--- config.mk ---
export PLATFORM = sky130hd
export DESIGN_NAME = countdown_mmss
export DESIGN_NICKNAME = d
export VERILOG_FILES = /design/src/rtl/countdown_mmss.sv
export SDC_FILE = /design/constraint.sdc
export NUM_CORES = 1
export LEC_CHECK = 0
export ABC_AREA = 0
export BUFFER_PORTS_ARGS = -buffer_cell sky130_fd_sc_hd__buf_2
export CAP_MARGIN = 15
export CORE_MARGIN = 4
export CORE_UTILIZATION = 35
export DETAILED_ROUTE_END_ITERATION = 8
export PLACE_DENSITY = 0.64
export SETUP_SLACK_MARGIN = 0.1
export SLEW_MARGIN = 20
export SYNTH_ARGS = -nofsm -noshare
export SYNTH_HDL_FRONTEND = slang
export SYNTH_SLANG_ARGS = --single-unit
--- constraint.sdc ---
create_clock -name i_clk -period 3.9 [get_ports i_clk]
set_clock_uncertainty 0.15 [all_clocks]
set_input_delay 0.975 -clock i_clk [delete_from_list [all_inputs] [get_ports i_clk]]
set_output_delay 0.975 -clock i_clk [all_outputs]
set_load 0.01 [all_outputs]
--- src/rtl/countdown_mmss.sv ---
// MM:SS BCD countdown timer with a per-stage borrow, a done pulse and a timed alarm.
// Every output is registered. Input priority is load > start > pause > tick.
module countdown_mmss #(
  parameter int unsigned ALARM_CYCLES = 16
) (
  input  logic       i_clk,
  input  logic       i_reset,
  input  logic       i_tick,
  input  logic       i_load,
  input  logic [7:0] i_load_min,
  input  logic [7:0] i_load_sec,
  input  logic       i_start,
  input  logic       i_pause,
  output logic [7:0] o_min_bcd,
  output logic [7:0] o_sec_bcd,
  output logic       o_sec_borrow,
  output logic       o_running,
  output logic       o_done,
  output logic       o_alarm
);

  localparam int unsigned CNT_W = $clog2(ALARM_CYCLES + 1);

  typedef enum logic [1:0] {StIdle, StRun, StPaused, StAlarm} state_e;

  state_e           r_state, w_state;
  logic [7:0]       r_min, r_sec, w_min, w_sec;
  logic             r_borrow, r_done, r_running, r_alarm;
  logic             w_borrow, w_done, w_nonzero;
  logic [CNT_W-1:0] r_cnt, w_cnt;

  function automatic logic [3:0] sat9(input logic [3:0] d);
    return (d > 4'd9) ? 4'd9 : d;
  endfunction

  // Saturate each digit to 9, then cap the tens digit at 5.
  function automatic logic [7:0] clamp_bcd(input logic [7:0] v);
    logic [3:0] t;
    t = sat9(v[7:4]);
    if (t > 4'd5) t = 4'd5;
    return {t, sat9(v[3:0])};
  endfunction

  function automatic logic [7:0] dec_bcd(input logic [7:0] v);
    if (v[3:0] == 4'd0) return {v[7:4] - 4'd1, 4'd9};
    return {v[7:4], v[3:0] - 4'd1};
  endfunction

  assign w_nonzero = ({r_min, r_sec} != 16'h0000);

  always_comb begin
    w_state  = r_state;
    w_min    = r_min;
    w_sec    = r_sec;
    w_borrow = 1'b0;
    w_done   = 1'b0;
    w_cnt    = r_cnt;
    unique case (r_state)
      StIdle: begin
        if (i_load) begin
          w_min = clamp_bcd(i_load_min);
          w_sec = clamp_bcd(i_load_sec);
        end else if (i_start && w_nonzero) begin
          w_state = StRun;
        end
      end
      StRun: begin
        if (i_pause) begin
          w_state = StPaused;
        end else if (i_tick && w_nonzero) begin
          if (r_sec == 8'h00) begin
            w_sec    = 8'h59;
            w_min    = dec_bcd(r_min);
            w_borrow = 1'b1;
          end else begin
            w_sec = dec_bcd(r_sec);
          end
          if ({w_min, w_sec} == 16'h0000) begin
            w_done  = 1'b1;
            w_state = StAlarm;
            w_cnt   = CNT_W'(1);
          end
        end
      end
      StPaused: begin
        if (i_load) begin
          w_min = clamp_bcd(i_load_min);
          w_sec = clamp_bcd(i_load_sec);
        end else if (i_start) begin
          w_state = w_nonzero ? StRun : StIdle;
        end
      end
      StAlarm: begin
        if (i_load) begin
          w_min   = clamp_bcd(i_load_min);
          w_sec   = clamp_bcd(i_load_sec);
          w_state = StIdle;
          w_cnt   = '0;
        end else if (r_cnt >= CNT_W'(ALARM_CYCLES)) begin
          w_state = StIdle;
          w_cnt   = '0;
        end else begin
          w_cnt = r_cnt + CNT_W'(1);
        end
      end
      default: w_state = StIdle;
    endcase
  end

  always_ff @(posedge i_clk or posedge i_reset) begin
    if (i_reset) begin
      r_state   <= StIdle;
      r_min     <= 8'h00;
      r_sec     <= 8'h00;
      r_borrow  <= 1'b0;
      r_done    <= 1'b0;
      r_running <= 1'b0;
      r_alarm   <= 1'b0;
      r_cnt     <= '0;
    end else begin
      r_state   <= w_state;
      r_min     <= w_min;
      r_sec     <= w_sec;
      r_borrow  <= w_borrow;
      r_done    <= w_done;
      r_running <= (w_state == StRun);
      r_alarm   <= (w_state == StAlarm);
      r_cnt     <= w_cnt;
    end
  end

  assign o_min_bcd    = r_min;
  assign o_sec_bcd    = r_sec;
  assign o_sec_borrow = r_borrow;
  assign o_running    = r_running;
  assign o_done       = r_done;
  assign o_alarm      = r_alarm;

endmodule

==> results.md, run 1 <==
Outcome:
- The run finished with clean final reports.

Setup path:
- The logic depth of the worst register-to-register path is 8.
- In this run the worst path has a maximum fanout of 28.
- The capturing element type of the critical path is a flop.
- The startpoint type of the worst setup path is a flop.
- The worst endpoint data arrival time is 3300 ps.
- The path type of the worst setup path is reg -> reg.
- STA puts the critical path data required time at 3910 ps.

Clock network:
- TritonCTS built the clock tree.
- In this run the number of H-tree levels came out at 1.
- The number of sinks driven by the clock tree is 27.
- The source-to-sink clock delay at the later pin of the worst-skew pair is 270 ps.
- The root buffer cell is clkbuf_8.
- After clock tree synthesis, the repair step resized 0 gates.
- In this run, CTS created clock tree buffers numbering 3.
- In this run the deepest clock path goes through 2 buffers.
- Hold repair after CTS inserted 0 buffers.
- The number of buffers added for setup after CTS is 0.
- After clock tree synthesis, the clock-pin slew on the worst setup and hold paths is 90 ps.

STA:
- The final-layout setup total negative slack is 0 ps.
- Setup violations remaining at the end of the flow were counted as 0.
- The share of the clock period used by the worst path after layout is 0.8423.
- The minimum hold slack is 363.0 ps.
- The highest attainable clock frequency is 304.4 MHz.
- The final critical delay including setup and external delays is 3285 ps.
- In this run the tightest slew margin relative to its limit is 0.4605.
- The measured slew at the worst slew-check pin is 802.6 ps.
- Setup repair after global routing left no endpoint under its margin.
- The final hold violation count was 0.
- The count of pins over their slew limit came to 0.

Power:
- Summed over all cells, the static leakage comes to 0.9172 nW.
- In this run the power density over the cells is 563.6 nW/um^2.
- The worst IR drop on VDD is 0.0001651 V.

Synth:
- In this run the cell area of the synthesized design comes to 1737 sq um.
- The multiplexer share of the synthesized area is 0.01801.
- Counting every net in the synthesized netlist gives 223.
- After synthesis, the mean cell area works out to 8.861 sq um.
- The post-synthesis share of cell area spent on and, or, nand and nor gates is 0.2622.
- Among all flip-flop cells after synthesis, the most frequent one is dfrtp_1.
- The sequential fraction of the synthesis area is 0.3890.
- Of the total synthesized cell area, the portion taken by XOR and XNOR cells is 0.01513.
- After synthesis, the largest family of logic cells by area is simple AND/OR/NAND/NOR gates.
- The number of library cell types mapped by synthesis is 53.
- The top-area cell type share of the netlist area is 0.3890.
- The count of mapped cells out of synthesis is 196.
- The share of flip-flops with an asynchronous set or reset after synthesis is 1.000.
- By area the synthesized netlist is led by dfrtp_1 (39%), nor2_1 (5.8%), o21ai_0 (4.6%), ha_1 (3.6%), a21oi_1 (3.5%).
- The synthesis warning total is 0.
- The dominant cell type by area after synthesis is dfrtp_1.
- The number of synthesized register bits is 27.
- Of the total synthesized cell area, the portion taken by full adders, half adders and majority gates is 0.03602.
- The compound-cell area share of the yosys netlist is 0.2349.
- The number of enable-type register cells in the synthesized netlist is 0.

Route:
- The via count of the routed design is 1606.
- The final routed wire length divided by cell count is 13.84 microns.
- The first-pass iteration count of the detailed router is 4.
- The final layout contains routed wiring with a total length of 4181 microns.
- Dividing the detail-routed via count by the number of cells gives 5.318.
- The number of violations reported at the end of detailed-routing iteration 0 is 106.
- The post-route antenna net violation count is 0.
- For this run, design rule violations remaining after detail routing come to 0.

GRT:
- The met2 track utilization from global routing is 0.2235.
- The via count of the first global-routing pass was 1527.
- The first global-routing pass estimated 7079 microns of wire.
- The met1 demand-to-capacity share in global routing is 0.1934.
- After global routing, the most crowded layer is met2.
- Across every metal layer, demand over resource in global routing totals 0.1411.
- The initial antenna violation count came to 0.
- For this run, global-route usage on met3 was measured as 0.02064.
- The largest net degree at the start of global routing is 29.
- Summed over all layers, the global routing overflow is 0.

Floorplan:
- The number of rows created at floorplan is 25.
- The effective utilization at floorplan is 0.3653.
- From bottom edge to top edge, the die measures 78.44 microns.
- The floorplan step defined a die boundary enclosing 6153 sq um.
- The die width is 78.44 microns.
- The area of the core region is 4755 sq um.
- 42 I/O pins were placed.

Job:
- The number of maximum-capacitance constraint violations is 0.

Cells and area:
- The antenna cell count is 0.
- The finished cells cover 2036 sq um.
- The final design utilization is 0.4282.
- The number of nets in the finished design is 263.
- In the final layout, the share of cells above drive strength 1 is 0.2553.
- The synthesis-to-finish area growth is 17.22%.
- The post-layout instance count excluding filler cells is 302.

Placement:
- The HPWL after detailed placement is 3112 microns.
- The placed instances occupy a cell area of 1989 sq um.
- At the end of routability-driven placement, the weighted congestion stood at 0.7824.
- During placement, the flow inserted port buffers numbering 41.
- The total instance count after detailed placement is 298.

Min path:
- The tightest min-delay check is of the reg -> reg type.
- The worst hold path cell count is 1.
==> worst paths after layout <==
| check | from | to | slack [ps] |
|---|---|---|---|
| max | o_sec_bcd[4] | o_sec_bcd[4] | 610 |
| min | r_cnt[2] | r_cnt[2] | 360 |
| max reg2reg | o_sec_bcd[4] | o_sec_bcd[4] | 610 |
| min reg2reg | r_cnt[2] | r_cnt[2] | 360 |
| max in group asynchronous | i_reset | o_min_bcd[3] | 2630 |
| min in group asynchronous | i_reset | r_cnt[1] | 600 |
==> state kept, by name (all words and copies together) (netlist names) <==
signal,flops
o_sec_borrow,1
r_cnt,5
o_sec_bcd,8
o_min_bcd,8
r_state,2
o_alarm,1
o_running,1
o_done,1
==> per-layer routing <==
metal,share of wire,vias to the layer above
li1,-,811
met1,0.48,740
met2,0.45,47
met3,0.046,8
met4,0.021,0
met5,0,-
==> cell usage after synthesis (2+ instances only) <==
cell type,instances
a2111oi_0,2
a21oi_1,12
a22oi_1,2
a31oi_1,3
buf_2,2
buf_6,2
clkbuf_1,2
dfrtp_1,27
ha_1,5
inv_1,9
mux2i_1,2
nand2_1,16
nand2b_1,3
nand3_1,4
nand4_1,5
nor2_1,27
nor2b_1,2
nor3_1,6
nor3b_1,3
nor4_1,4
o21ai_0,16
o21ai_2,2
o22a_1,5
o22ai_1,2
or3b_2,2
or4_1,2
or4_4,2
xor2_1,2
==> power breakdown <==
part	total [W]	internal (W)	switching [W]
clock	0.000159	0.0000716	0.0000872
sequential	0.000495	0.000367	0.000128
combinational	0.000494	0.000204	0.000290
==> worst max-delay path, stage by stage, from the launching register on <==
cell and delay (ps):
dfrtp_1 430, inv_1 120, ha_1 270, or3b_2 530, o41ai_4 440, or3_2 240
a21boi_4 610, nor2_1 150, o22a_1 230
==> cell families (layout without fill, tap and decap cells) <==
group,Yosys count,in the layout
buffers and inverters,16,55
AO/OA/AOI/OAI,57,57
AND/OR/NAND/NOR,85,85
multiplexers,3,3
XOR/XNOR,3,3
flip-flops,27,27
adder cells (fa/ha/maj),5,5
==> metrics by stage <==
stage	total power (W)	setup WS [ps]
finish	0.001147	614.9
global route	0.001258	379.6
CTS	0.001152	660.9
detailed placement	0.0009923	691.2
global placement	0.0009866	764.3
floorplan	0.0008440	1087
==> area by class of cell <==
| cell class | instances | area [sq um] |
|---|---|---|
| multi-input combinational | 153 | 983.4 |
| clock buffer | 3 | 41.29 |
| inverter | 9 | 33.78 |
| fill | 503 | 2719 |
| tap | 67 | 83.83 |
| timing repair buffer | 42 | 212.7 |
| clock inverter | 1 | 5.005 |
| sequential | 27 | 675.6 |
==> cell usage in the layout (no fill, tap or decap), types with 2 or more instances in the layout <==
master	instances
a2111oi_0	2
a21oi_1	12
a22oi_1	2
a31oi_1	3
buf_2	41
clkbuf_8	3
dfrtp_1	27
ha_1	5
inv_1	8
mux2i_1	2
nand2_1	16
nand2b_1	3
nand3_1	4
nand4_1	5
nor2_1	27
nor2b_1	2
nor3_1	6
nor3b_1	3
nor4_1	4
o21ai_0	16
o21ai_2	2
o22a_1	5
o22ai_1	2
or3b_2	2
or4_1	2
or4_4	2
xor2_1	2
Power figures use the tool's default switching activity.
==> run 2: changes to the inputs <==
- ABC_AREA: 0 -> 1
- PLACE_DENSITY: 0.64 -> 0.63
- clock period: 3.9 -> 3.4 ns (I/O delays scaled with it)
==> run 2 against run 1 <==
Compared with the run above: first-iteration DRC count fell by 17%; critical path depth grew 5; sequential share of layout area is 3.7 points lower; register-to-register slack gained 420 ps; total power up 59%; sequential power rose by 18%; largest cell class unchanged.
==> results.md, run 2 <==
Outcome:
- The flow ran to the end, and the final reports show no timing, DRC or antenna violations.

STA:
- The smallest setup slack after layout is 1035 ps (+419.9 ps).
- The minimum hold slack was 340.5 ps (-22.48 ps).
- The measured slew at the worst slew-check pin is 791.5 ps (-11.03 ps).
- Setup repair after global routing left no endpoint under its margin.
- The final hold violation count is 0 (unchanged).
- The final setup violation count is 0 (unchanged).
- The final critical delay including setup and external delays is 2365 ps (-919.9 ps).
- The remaining max-slew budget at the tightest pin came to 0.4703 (+0.009808).
- The final-layout setup total negative slack is 0 ps (unchanged).
- The share of the clock period used by the worst path after layout is 0.6956 (-0.1467).
- The highest attainable clock frequency was 422.8 MHz (+39%).
- The count of pins over their slew limit is 0 (unchanged).

Synth:
- The share of flip-flops with an asynchronous set or reset after synthesis is 1.000 (unchanged).
- By area the synthesized netlist is led by dfrtp_1 (34%), nand2_1 (12%), inv_1 (7.2%), nor2_1 (4.6%), nand3_1 (4.3%).
- The number of synthesized register bits is 27 (unchanged).
- The total nets after synthesis is 288 (+29%).
- The top-area cell type share of the netlist area is 0.3429 (-0.04619).
- Sorting the synthesized cells by how often they occur yields nand2_1 (61), inv_1 (38), dfrtp_1 (27), nor2_1 (24), nand3_1 (17).
- The number of library cell types mapped by synthesis is 42 (-21%).
- The sequential fraction of the synthesis area is 0.3429 (-0.04619).
- The netlist area before placement is 1971 sq um (+13%).
- The number of enable-type register cells in the synthesized netlist is 0 (unchanged).
- Summed over all instances, the cell type with the most area after synthesis is dfrtp_1.
- The most used standard cell by instance count after synthesis is nand2_1.
- The synthesis warning total is 0 (unchanged).
- The dominant synthesized flop cell is dfrtp_1.
- The mean area per synthesized cell is 7.550 sq um (-15%).
- The count of mapped cells out of synthesis is 261 (+33%).

Cells and area:
- The area of the multi-input gates is 1101 sq um (+12%).
- The share of cells above drive strength 1 is 0.2664 (+0.01113).
- The library cells used most frequently in the layout, excluding fill and tap cells, are nand2_1 (61), buf_2 (41), inv_1 (38).
- The antenna cell count is 0 (unchanged).
- Relative to the synthesized area, the layout overhead comes to 16.44%.
- The fill cell total of the finished layout is 572 (+14%).
- The number of nets in the finished design came to 332 (+26%).
- The library cell used most frequently in the layout, excluding fill and tap cells, is nand2_1.
- The sequential standard cell area came to 675.6 sq um (unchanged).

Setup path:
- The worst endpoint data arrival time was 2420 ps (-880 ps).
- The capturing element type of the critical path is a flop.
- The required time of the critical path is 3460 ps (-450 ps).
- The path type of the worst setup path is reg -> reg.
- STA classifies the critical path startpoint as a flop.
- The worst-path maximum fanout is 30 (+7.1%).

Placement:
- The number of buffers added on ports is 41 (unchanged).
- The global placement routability congestion came to 0.8683 (+11%).
- The post-place setup slack is 1029 ps (+337.4 ps).
- The placed wire-length estimate after detailed placement is 3625 microns (+16%).

Route:
- The final routed wire length divided by cell count is 12.06 microns (-13%).
- The via count of the routed design is 1793 (+12%).
- The number of violations reported at the end of detailed-routing iteration 0 is 88 (-17%).
- The routed wire length came to 4536 microns (+8.5%).
- The post-route antenna net violation count was 0 (unchanged).
- The first-pass iteration count of the detailed router is 4 (unchanged).
- The mean number of vias per cell came to 4.769 (-10%).
- The detailed-route DRC error count is 0 (unchanged).

Floorplan:
- The area of the core region came to 5473 sq um (+15%).
- The effective utilization at floorplan is 0.3601 (-0.005181).
- The full die area is 6895 sq um (+12%).
- The number of rows created at floorplan is 27 (+8.0%).
- The number of placed I/O pins is 42 (unchanged).
- The overall die height came to 83.04 microns (+5.9%).
- The die width is 83.04 microns (+5.9%).

Clock network:
- The clock tree from TritonCTS is done.
- The number of sinks driven by the clock tree is 27 (unchanged).
- The CTS clock-pin slew for the worst setup and hold paths is 100 ps (about the same).
- The number of buffers added for setup after CTS came to 0 (unchanged).
- The number of levels the H-tree was split into is 1 (unchanged).
- The number of buffers on the longest clock path came to 2 (unchanged).
- CTS placed an instance of clkbuf_8 at the clock tree root.
- The total clock buffers created by CTS is 3 (unchanged).
- The number of resized instances in the post-cts repair step is 0 (unchanged).
- The number of hold buffers added after cts is 0 (unchanged).
- The source-to-sink clock delay at the later pin of the worst-skew pair was 280 ps (about the same).

Min path:
- The worst hold path belongs to the class reg -> reg.

GRT:
- The total congestion overflow after global routing was 0 (unchanged).
- The initial antenna violation count is 0 (unchanged).
- The global-route wire length before repair came to 7886 microns (+11%).
- The via count of the first global-routing pass is 1762 (+15%).
- The largest net degree at the start of global routing is 31 (+6.9%).
- The total routing resource utilization after global routing is 0.1351 (-0.006009).

Power:
- The worst IR drop on VDD was 0.0003001 V (+82%).
- The internal power component is 0.0008987 W (+40%).
- The proportion of power drawn by the clock network was 0.109 (-0.029).
- The reported net switching power is 0.0009210 W (+82%).
- The leakage power summed over all cells is 1.160 nW (+26%).
- The ratio of total power to cell area is 793.0 nW/um^2 (+41%).
- The fraction of power spent switching nets is 0.5061 (+0.06586).
- The combinational cell fraction of total power came to 0.571 (+0.141).
- The register share of total power was 0.320 (-0.111).

Job:
- The number of maximum-capacitance constraint violations is 0 (unchanged).
[run 2: changes by cell type after synthesis, sizes merged, moves of 3 or more]
cell	change
nor3b	-3
nor3	-3
nand2	+54
nand2b	-3
or4	-4
nor2	+5
inv	+32
nor4	-3
o22a	-5
nand3	+14
[run 2: power groups by stage]
stage | combinational [W] | sequential (W) | clock [W]
2_1_floorplan | 0.000762 | 0.000609 | 0
3_3_place_gp | 0.00103 | 0.000588 | 0
3_5_place_dp | 0.00105 | 0.000591 | 0
4_1_cts | 0.00105 | 0.000586 | 0.000206
5_1_grt | 0.00117 | 0.000609 | 0.000221
6_report | 0.00104 | 0.000583 | 0.000198
[run 2: path summary, 6_finish.rpt]
path | end | cells after the start | slack (ps) | from
max in group asynchronous | o_sec_bcd[5] | 3 | 2380 | i_reset
min in group asynchronous | o_sec_bcd[1] | 3 | 460 | i_reset
hold / removal | r_cnt[3] | 1 | 340 | r_cnt[4]
setup reg to reg | o_sec_bcd[0] | 13 | 1030 | o_sec_bcd[4]
hold reg to reg | r_cnt[3] | 1 | 340 | r_cnt[4]
setup / recovery | o_sec_bcd[0] | 13 | 1030 | o_sec_bcd[4]
[run 2: cell type report]
| cell class | count | share of cell area |
|---|---|---|
| Timing Repair Buffer | 43 | 0.09597 |
| Clock buffer | 3 | 0.01799 |
| Clock inverter | 1 | 0.003272 |
| Sequential cell | 27 | 0.2944 |
| Tap cell | 72 | 0.03926 |
| Inverter | 41 | 0.06925 |
| Multi-Input combinational cell | 189 | 0.4798 |
[run 2: critical path, stage by stage, from the launching register on]
cell and delay (ps):
dfrtp_1 380, inv_1 100, ha_1 270, nand3_4 140
inv_1 110, nand2_8 110, nor2_4 40, nand2_2 70
nand2_2 70, nor3_4 190, nand2_4 90, o21ai_4 300
o221ai_2 200, o21ai_2 90
[run 2: cell families (layout without fill, tap and decap cells)]
logic type / Yosys count / after routing / synth area share
xor+xnor: 5 / 5 / 0.02604
compound gates: 47 / 47 / 0.1594
flops: 27 / 27 / 0.3429
buf+inv: 45 / 88 / 0.09841
fa+ha+maj: 5 / 5 / 0.03175
simple gates: 132 / 132 / 0.3416
[run 2: per-stage QoR]
stage | cell area, sq um | util | power [W] | std cells
after floorplan | 1971 | - | 0.001370 | 261
after global placement | 2246 | 0.4104 | 0.001618 | 372
after detailed placement | 2246 | 0.4104 | 0.001636 | 372
after CTS | 2295 | 0.4193 | 0.001844 | 376
after global routing | 2295 | 0.4193 | 0.002003 | 376
final | 2295 | 0.4193 | 0.001820 | 376
[run 2: metal layers]
layer | global-route usage | vias to the layer above | wire length [microns]
met3 | 0.02778 | 2 | 188
met1 | 0.1801 | 822 | 2198
li1 | - | 937 | -
met2 | 0.2238 | 32 | 2122
met5 | 0 | - | 0
met4 | 0.03269 | 0 | 26
